===== config.mk =====
export PLATFORM = sky130hd
export DESIGN_NAME = md_issue_ctrl
export DESIGN_NICKNAME = d
export VERILOG_FILES = /design/src/rtl/md_issue_ctrl.sv
export SDC_FILE = /design/constraint.sdc
export NUM_CORES = 1
export LEC_CHECK = 0
export BUFFER_PORTS_ARGS = -buffer_cell sky130_fd_sc_hd__buf_4
export CAP_MARGIN = 30
export CORE_MARGIN = 3
export CORE_UTILIZATION = 30
export DETAILED_ROUTE_END_ITERATION = 7
export GPL_TIMING_DRIVEN = 0
export PLACE_DENSITY = 0.85
export SYNTH_ARGS = -nofsm -noshare
export SYNTH_HDL_FRONTEND = slang
export SYNTH_SLANG_ARGS = --single-unit

===== constraint.sdc =====
create_clock -name clk -period 2.3 [get_ports clk]
set_clock_uncertainty 0.05 [all_clocks]
set_input_delay 0.46 -clock clk [delete_from_list [all_inputs] [get_ports clk]]
set_output_delay 0.46 -clock clk [all_outputs]
set_load 0.03 [all_outputs]

===== src/rtl/md_issue_ctrl.sv =====
// HI/LO multiply/divide issue, latency tracking, stall and abort control.
// Define MD_MADD_EN to decode SPECIAL2 madd as a multiply-class op.
module md_issue_ctrl #(
    parameter int MULT_CYCLES = 5,
    parameter int DIV_CYCLES  = 10
) (
    input  logic        clk,
    input  logic        reset,
    input  logic [31:0] instr_d,
    input  logic [31:0] instr_e,
    input  logic        int_req,
    output logic        start,
    output logic [2:0]  md_op,
    output logic        busy,
    output logic        stall,
    output logic        done,
    output logic        abort
);

    typedef enum logic [2:0] {
        CLS_NONE,
        CLS_MUL,
        CLS_DIV,
        CLS_MT,
        CLS_MF
    } cls_t;

    typedef enum logic {
        IDLE,
        RUN
    } state_t;

    localparam logic [3:0] MULT_N = 4'(MULT_CYCLES);
    localparam logic [3:0] DIV_N  = 4'(DIV_CYCLES);

    function automatic cls_t decode_cls(input logic [5:0] op,
                                        input logic [5:0] fn);
        cls_t c;
        c = CLS_NONE;
        if (op == 6'b000000) begin
            case (fn)
                6'b011000, 6'b011001: c = CLS_MUL;
                6'b011010, 6'b011011: c = CLS_DIV;
                6'b010001, 6'b010011: c = CLS_MT;
                6'b010000, 6'b010010: c = CLS_MF;
                default:              c = CLS_NONE;
            endcase
        end
`ifdef MD_MADD_EN
        if (op == 6'b011100 && fn == 6'b000000) begin
            c = CLS_MUL;
        end
`endif
        return c;
    endfunction

    function automatic logic [2:0] decode_op(input logic [5:0] op,
                                             input logic [5:0] fn);
        logic [2:0] r;
        r = 3'b111;
        if (op == 6'b000000) begin
            case (fn)
                6'b011001: r = 3'b000;
                6'b011000: r = 3'b001;
                6'b011011: r = 3'b010;
                6'b011010: r = 3'b011;
                6'b010001: r = 3'b100;
                6'b010011: r = 3'b101;
                default:   r = 3'b111;
            endcase
        end
`ifdef MD_MADD_EN
        if (op == 6'b011100 && fn == 6'b000000) begin
            r = 3'b110;
        end
`endif
        return r;
    endfunction

    state_t     state;
    logic [3:0] cnt;
    cls_t       cls_d;
    cls_t       cls_e;
    logic       issue_e;
    logic       hilo_d;
    logic       hilo_e;
    logic       unused_instr_bits;

    // Only the opcode and funct fields take part in decode.
    assign unused_instr_bits = ^{instr_d[25:6], instr_e[25:6]};

    assign cls_d   = decode_cls(instr_d[31:26], instr_d[5:0]);
    assign cls_e   = decode_cls(instr_e[31:26], instr_e[5:0]);
    assign issue_e = (cls_e == CLS_MUL) || (cls_e == CLS_DIV);
    assign hilo_d  = (cls_d != CLS_NONE);
    assign hilo_e  = (cls_e != CLS_NONE);

    assign md_op = decode_op(instr_e[31:26], instr_e[5:0]);
    assign busy  = (cnt != 4'd0);
    assign start = issue_e && !busy && !int_req;
    assign stall = hilo_d && (busy || start);

    always_ff @(posedge clk or posedge reset) begin
        if (reset) begin
            state <= IDLE;
            cnt   <= 4'd0;
            done  <= 1'b0;
            abort <= 1'b0;
        end else begin
            done  <= 1'b0;
            abort <= 1'b0;
            unique case (state)
                IDLE: begin
                    if (start) begin
                        state <= RUN;
                        cnt   <= (cls_e == CLS_DIV) ? DIV_N : MULT_N;
                    end
                end
                RUN: begin
                    // A kill wins over a completion landing on the same edge.
                    if (int_req) begin
                        state <= IDLE;
                        cnt   <= 4'd0;
                        abort <= 1'b1;
                    end else if (cnt == 4'd1) begin
                        state <= IDLE;
                        cnt   <= 4'd0;
                        done  <= 1'b1;
                    end else begin
                        cnt <= cnt - 4'd1;
                    end
                end
            endcase
        end
    end

`ifndef SYNTHESIS
    hilo_in_e_while_busy: assert property (
        @(posedge clk) disable iff (reset) !(busy && hilo_e)
    );
`endif

endmodule

== Word level (Yosys, flattened, before mapping) ==
Memories as Yosys holds them, arrays and structs flattened.
Index checks and enable logic that the tools add are counted.
Operators by class
  muxes and demuxes: 20
  equal/unequal tests: 10
  bitwise logic cells: 1
  add/subtract/negate cells: 1
  reduce and logical (&&, ||, !) cells: 11
Operators by type and width (number)
  $eq 6x5->1 const B: 6
  $pmux 3 s6: 1
  $mux 4: 4
  $mux 3: 5
  $logic_not 6->1: 2
  $mux 1: 8
  $pmux 4 s2: 1
  $eq 4x1->1 const B: 1
  $reduce_bool 4->1: 1
  $sub 4x1->4 const B: 1
  $eq 3x1->1 const B: 1
  $eq 3x2->1 const B: 1
  $logic_and 1x1->1: 3
  $reduce_bool 3->1: 1
  $logic_not 1->1: 2
  $logic_or 1x1->1: 2
  $ne 2x2->1 const B: 1
  $pmux 1 s2: 1
  $not 1->1: 1
Word-level totals
  register bits: 7
  memories: 2
  bits in read-only memories: 192
  output and inout port bits: 8
  bits of input ports: 67
Memory list
  (name not given): depth 32, bits a word 3, read ports 1, clocked after Yosys merged registers in 0, wr ports 0, line 41  | case (fn)
  (name not given): depth 32, bits a word 3, read ports 1, clocked after Yosys merged registers in 0, wr ports 0, line 41

== Logic depth before layout (Yosys ltp) ==
An unclocked memory read counts as a cell.
  depth in word-level cells: 9
  gate-level depth with buffers: 6
  mapped depth without buffers: 6

== Worst setup path before layout ==
No wires, ideal clock.
  path kind: reg2out
  start point: reg cnt[0]
  end point: out stall
  slack: 0.165 ns
  cell stages (with the launch flop): 6
  arrival: 1.625 ns
  cells stage by stage: dfrtp_1 > inv_1 > ha_1 > nor4b_4 > nand4_2 > a31oi_1
On the way
  word-level cells in the longest chain between the ends: 6
Ends and longest elaborated chain
  start, declared: line 81  | logic [3:0] cnt;
  start signal, assigned: line 116  | cnt <= (cls_e == CLS_DIV) ? DIV_N : MULT_N;
  start signal, assigned: line 130  | cnt <= cnt - 4'd1;
  $reduce_bool 4->1 *: line 99  | assign busy = (cnt != 4'd0);
  $logic_not 1->1: line 100  | assign start = issue_e && !busy && !int_req;
  $logic_and 1x1->1 (2 in a row): line 100
  $logic_or 1x1->1 *: line 101  | assign stall = hilo_d && (busy || start);
  $logic_and 1x1->1 *: line 101
  end, declared: line 15  | output logic stall,
Mark *: on every way between the ends. The rest lies on a longest branch, timed or not.

== Final worst setup path ==
Ends and elaborated chain as after synthesis.

==> impl_metrics.env <==
export IMPL_outcome="finished, final reports clean"
export IMPL_path_clk_slew_ns=0.05
export IMPL_worst_ep_required_time_ns=1.79
export IMPL_crit_path_cell_trace="inv_1 > ha_4 > nor4b_4 > nand4_2 > a31oi_1 > buf_4"
export IMPL_async_reset_ff_share_pct=100
export IMPL_cp_depth=6
export IMPL_timing_setup_tns_ns=0
export IMPL_clk_sink_count=7
export IMPL_layout_area_overhead_vs_synth_pct=60.4
export IMPL_globalRoute_totalOverflow=0
export IMPL_ant_nets=0
export IMPL_synth_simple_gate_area_share_pct=37.6
export IMPL_final_period_minus_worst_setup_slack_ns=2.18
export IMPL_ys_seq_elements=7
export IMPL_initial_utilization_pct=32.5
export IMPL_ys_flop_type="sky130_fd_sc_hd__dfrtp_1"
export IMPL_synthesis_yosys_warnings=0
export IMPL_min_period_over_period_pct=94.7
export IMPL_pwr_density_cell_nw_per_um2=347
export IMPL_synth_top_family_by_area="simple AND/OR/NAND/NOR gates"
export IMPL_postRouteWirelength_mm=1.38
export IMPL_top_achievable_clock_speed_ghz=0.459
export IMPL_design_final_nets=162
export IMPL_max_stage_delay_ns=0.40
export IMPL_cts_buffers_inserted=3
export IMPL_gp_congestion=0.773
export IMPL_cts_tree="yes"
export IMPL_cp_arrival_ns=1.67
export IMPL_detail_route_first_pass_iterations=4
export IMPL_syn_std_cell_area_sq_um=495
export IMPL_postSynthAreaPerCell_sq_um=8.85
export IMPL_cts_root_buf="sky130_fd_sc_hd__clkbuf_4"
export IMPL_place_port_buffers=31
export IMPL_drt_iter0_markers=8
export IMPL_yosys_cell_types_count=28
export IMPL_worst_ir_drop_on_vdd_mv=0.349
export IMPL_post_synth_xor_area_fraction_pct=0
export IMPL_timing_worst_setup_path_type="reg -> out"
export IMPL_number_of_enable_type_register_cells_in_the_synthesized_netlist=0
export IMPL_fillerInstances=144
export IMPL_r2r_cells=7
export IMPL_die_w_um=46.6
export IMPL_design_core_area_sq_um=1520
export IMPL_remaining_drc_errors=0
export IMPL_worst_hold_path_type="in -> async"
export IMPL_worst_path_dominant_cell_family="flip-flops"
export IMPL_grt_max_degree=8
export IMPL_fp_row_count=14
export IMPL_finalHoldViolCount=0
export IMPL_clk_path_buf_depth=2
export IMPL_unrepaired_setup_endpoints_after_global_routing="false"
export IMPL_path_buf_inv=2
export IMPL_routed_via_density=5.19
export IMPL_maxSlewViolCount=0
export IMPL_final_setup_viol_count=0
export IMPL_dp_hpwl_mm=1.13
export IMPL_maxCapViolCount=0
export IMPL_detailroute_via_count=560
export IMPL_die_h_um=46.6
export IMPL_synthAdderAreaFrac_pct=5.05
export IMPL_postCtsHoldBufs=0
export IMPL_synth_compound_area_share_pct=17.4
export IMPL_crit_path_capture_type="primary output"
export IMPL_die_area_sq_um=2180
export IMPL_synth_area_mux_share_pct=0
export IMPL_seq_area_frac_synth_pct=35.4
export IMPL_synth_net_count=125
export IMPL_cellLeakagePower_nw=0.378
export IMPL_clock_insertion_delay_worst_skew_ns=0.25
export IMPL_ctsHtreeMaxLevel=1
export IMPL_startpoint_type="register"
export IMPL_first_global_vias=475
export IMPL_timing_critical_path_fanout_max=4
export IMPL_grt_antenna_before_repair=0
export IMPL_critical_path_cell_with_the_highest_stage_delay="sky130_fd_sc_hd__dfrtp_1"
export IMPL_timing_slew_headroom_pct=80.8
export IMPL_diodes=0
export IMPL_avgRoutedWirePerCell_um=12.8
export IMPL_synth_cells=56
export IMPL_layout_drive_gt1_share_pct=44.6
export IMPL_grt_pass1_wl_mm=1.88
export IMPL_hold_slack_ns=0.0903
export IMPL_floorplan_io_pins=75
export IMPL_max_slew_worst_pin_slew_ns=0.286
export IMPL_grt_util_all_layers_pct=12.7
final cells by class:
type,count,area [sq um],share of cell area (%)
Multi-Input combinational cell,43,310,39.1
Clock buffer,4,26.3,3.31
Inverter,6,22.5,2.83
Timing Repair Buffer,32,240,30.2
Tap cell,16,20.0,2.52
Sequential cell,7,175,22.0
logic make-up after synthesis:
| group | count (synthesis) |
|---|---|
| DFF | 7 |
| adders and majority gates | 2 |
| and+or+nand+nor | 28 |
| buffers and inverters | 6 |
| AOI/OAI and AO/OA | 13 |
placed cells by master (no fill, tap or decap):
cell / netlist / routed
sky130_fd_sc_hd__o211ai_1: 1 / 1
sky130_fd_sc_hd__nand4_1: 1 / 1
sky130_fd_sc_hd__nand2_1: 5 / 5
sky130_fd_sc_hd__o21a_1: 1 / 1
sky130_fd_sc_hd__nand3_1: 2 / 2
sky130_fd_sc_hd__nor4b_2: 1 / 1
sky130_fd_sc_hd__and2_0: 1 / 1
sky130_fd_sc_hd__o21ai_0: 3 / 3
sky130_fd_sc_hd__a21o_1: 1 / 1
sky130_fd_sc_hd__nor4_1: 2 / 2
sky130_fd_sc_hd__buf_4: 0 / 32
sky130_fd_sc_hd__dfrtp_1: 7 / 7
sky130_fd_sc_hd__nor4_2: 1 / 1
sky130_fd_sc_hd__a21oi_1: 1 / 1
sky130_fd_sc_hd__clkbuf_1: 0 / 1
sky130_fd_sc_hd__a31oi_1: 1 / 1
sky130_fd_sc_hd__a211oi_1: 1 / 1
sky130_fd_sc_hd__o22ai_1: 2 / 2
sky130_fd_sc_hd__nor2b_1: 2 / 2
sky130_fd_sc_hd__ha_4: 0 / 1
sky130_fd_sc_hd__clkbuf_4: 0 / 3
sky130_fd_sc_hd__ha_1: 2 / 1
sky130_fd_sc_hd__inv_1: 6 / 6
sky130_fd_sc_hd__nor3_1: 1 / 1
sky130_fd_sc_hd__nand4_2: 1 / 1
sky130_fd_sc_hd__a211o_2: 1 / 1
sky130_fd_sc_hd__o21bai_1: 1 / 1
sky130_fd_sc_hd__nor2_1: 5 / 5
sky130_fd_sc_hd__nor3b_1: 1 / 1
sky130_fd_sc_hd__nor4b_4: 1 / 1
sky130_fd_sc_hd__nand2b_1: 2 / 2
sky130_fd_sc_hd__and2_1: 2 / 2
through the flow:
step | instance area [sq um] | setup WS (ns) | util [%] | power, W | std cells
final | 795 | 0.121 | 52.1 | 0.000276 | 108
after global placement | 748 | 0.232 | 49.1 | 0.000166 | 103
after global routing | 795 | 0.00564 | 52.1 | 0.000294 | 108
after detailed placement | 748 | 0.203 | 49.1 | 0.000168 | 103
after floorplan | 495 | 0.165 | - | 0.000133 | 56
after CTS | 782 | 0.0268 | 51.3 | 0.000280 | 108
flip-flops by register name (all words and copies together) (netlist names):
name / count
abort: 1
done: 1
state: 1
cnt: 4
power by group:
group          switching [W]  leakage, nW  internal, W
Sequential                 0       0.0926     0.000123
Combinational      0.0000137        0.270    0.0000281
Clock              0.0000443       0.0150    0.0000661
synth_stat cells (2+ instances only):
library cell               instances  area, sq um
sky130_fd_sc_hd__nand2_1           5         18.8
sky130_fd_sc_hd__nand3_1           2         10.0
sky130_fd_sc_hd__nor2_1            5         18.8
sky130_fd_sc_hd__dfrtp_1           7          175
sky130_fd_sc_hd__nand2b_1          2         12.5
sky130_fd_sc_hd__nor4_1            2         12.5
sky130_fd_sc_hd__and2_1            2         12.5
sky130_fd_sc_hd__o22ai_1           2         12.5
sky130_fd_sc_hd__ha_1              2         25.0
sky130_fd_sc_hd__o21ai_0           3         15.0
sky130_fd_sc_hd__inv_1             6         22.5
sky130_fd_sc_hd__nor2b_1           2         12.5
final timing paths:
kind | start | to | slack, ns
worst max-delay path | cnt[0] | stall | 0.12
worst min register to register | cnt[0] | cnt[0] | 0.46
max in group asynchronous | reset | cnt[3] | 1.89
worst min-delay path | reset | cnt[2] | 0.09
worst max register to register | cnt[0] | cnt[1] | 0.55
min in group clk | int_req | abort | 0.42
timing repair:
item	in CTS	in global routing
resized for setup	0	2
pin swaps	1	1
endpoints found under the hold margin	0	0
gates cloned	0	0
buffers inserted	1	0
endpoints found under the setup margin	1	1
metal layers:
metal  vias up  GRT usage, %  part of all wire [%]
met5         -             0                     0
met4         0          4.97                   1.8
met3         4          7.42                   8.9
met2        22          21.7                    54
met1       260          12.6                    36
li1        274             -                     -
(Power assumes the default switching activity.)
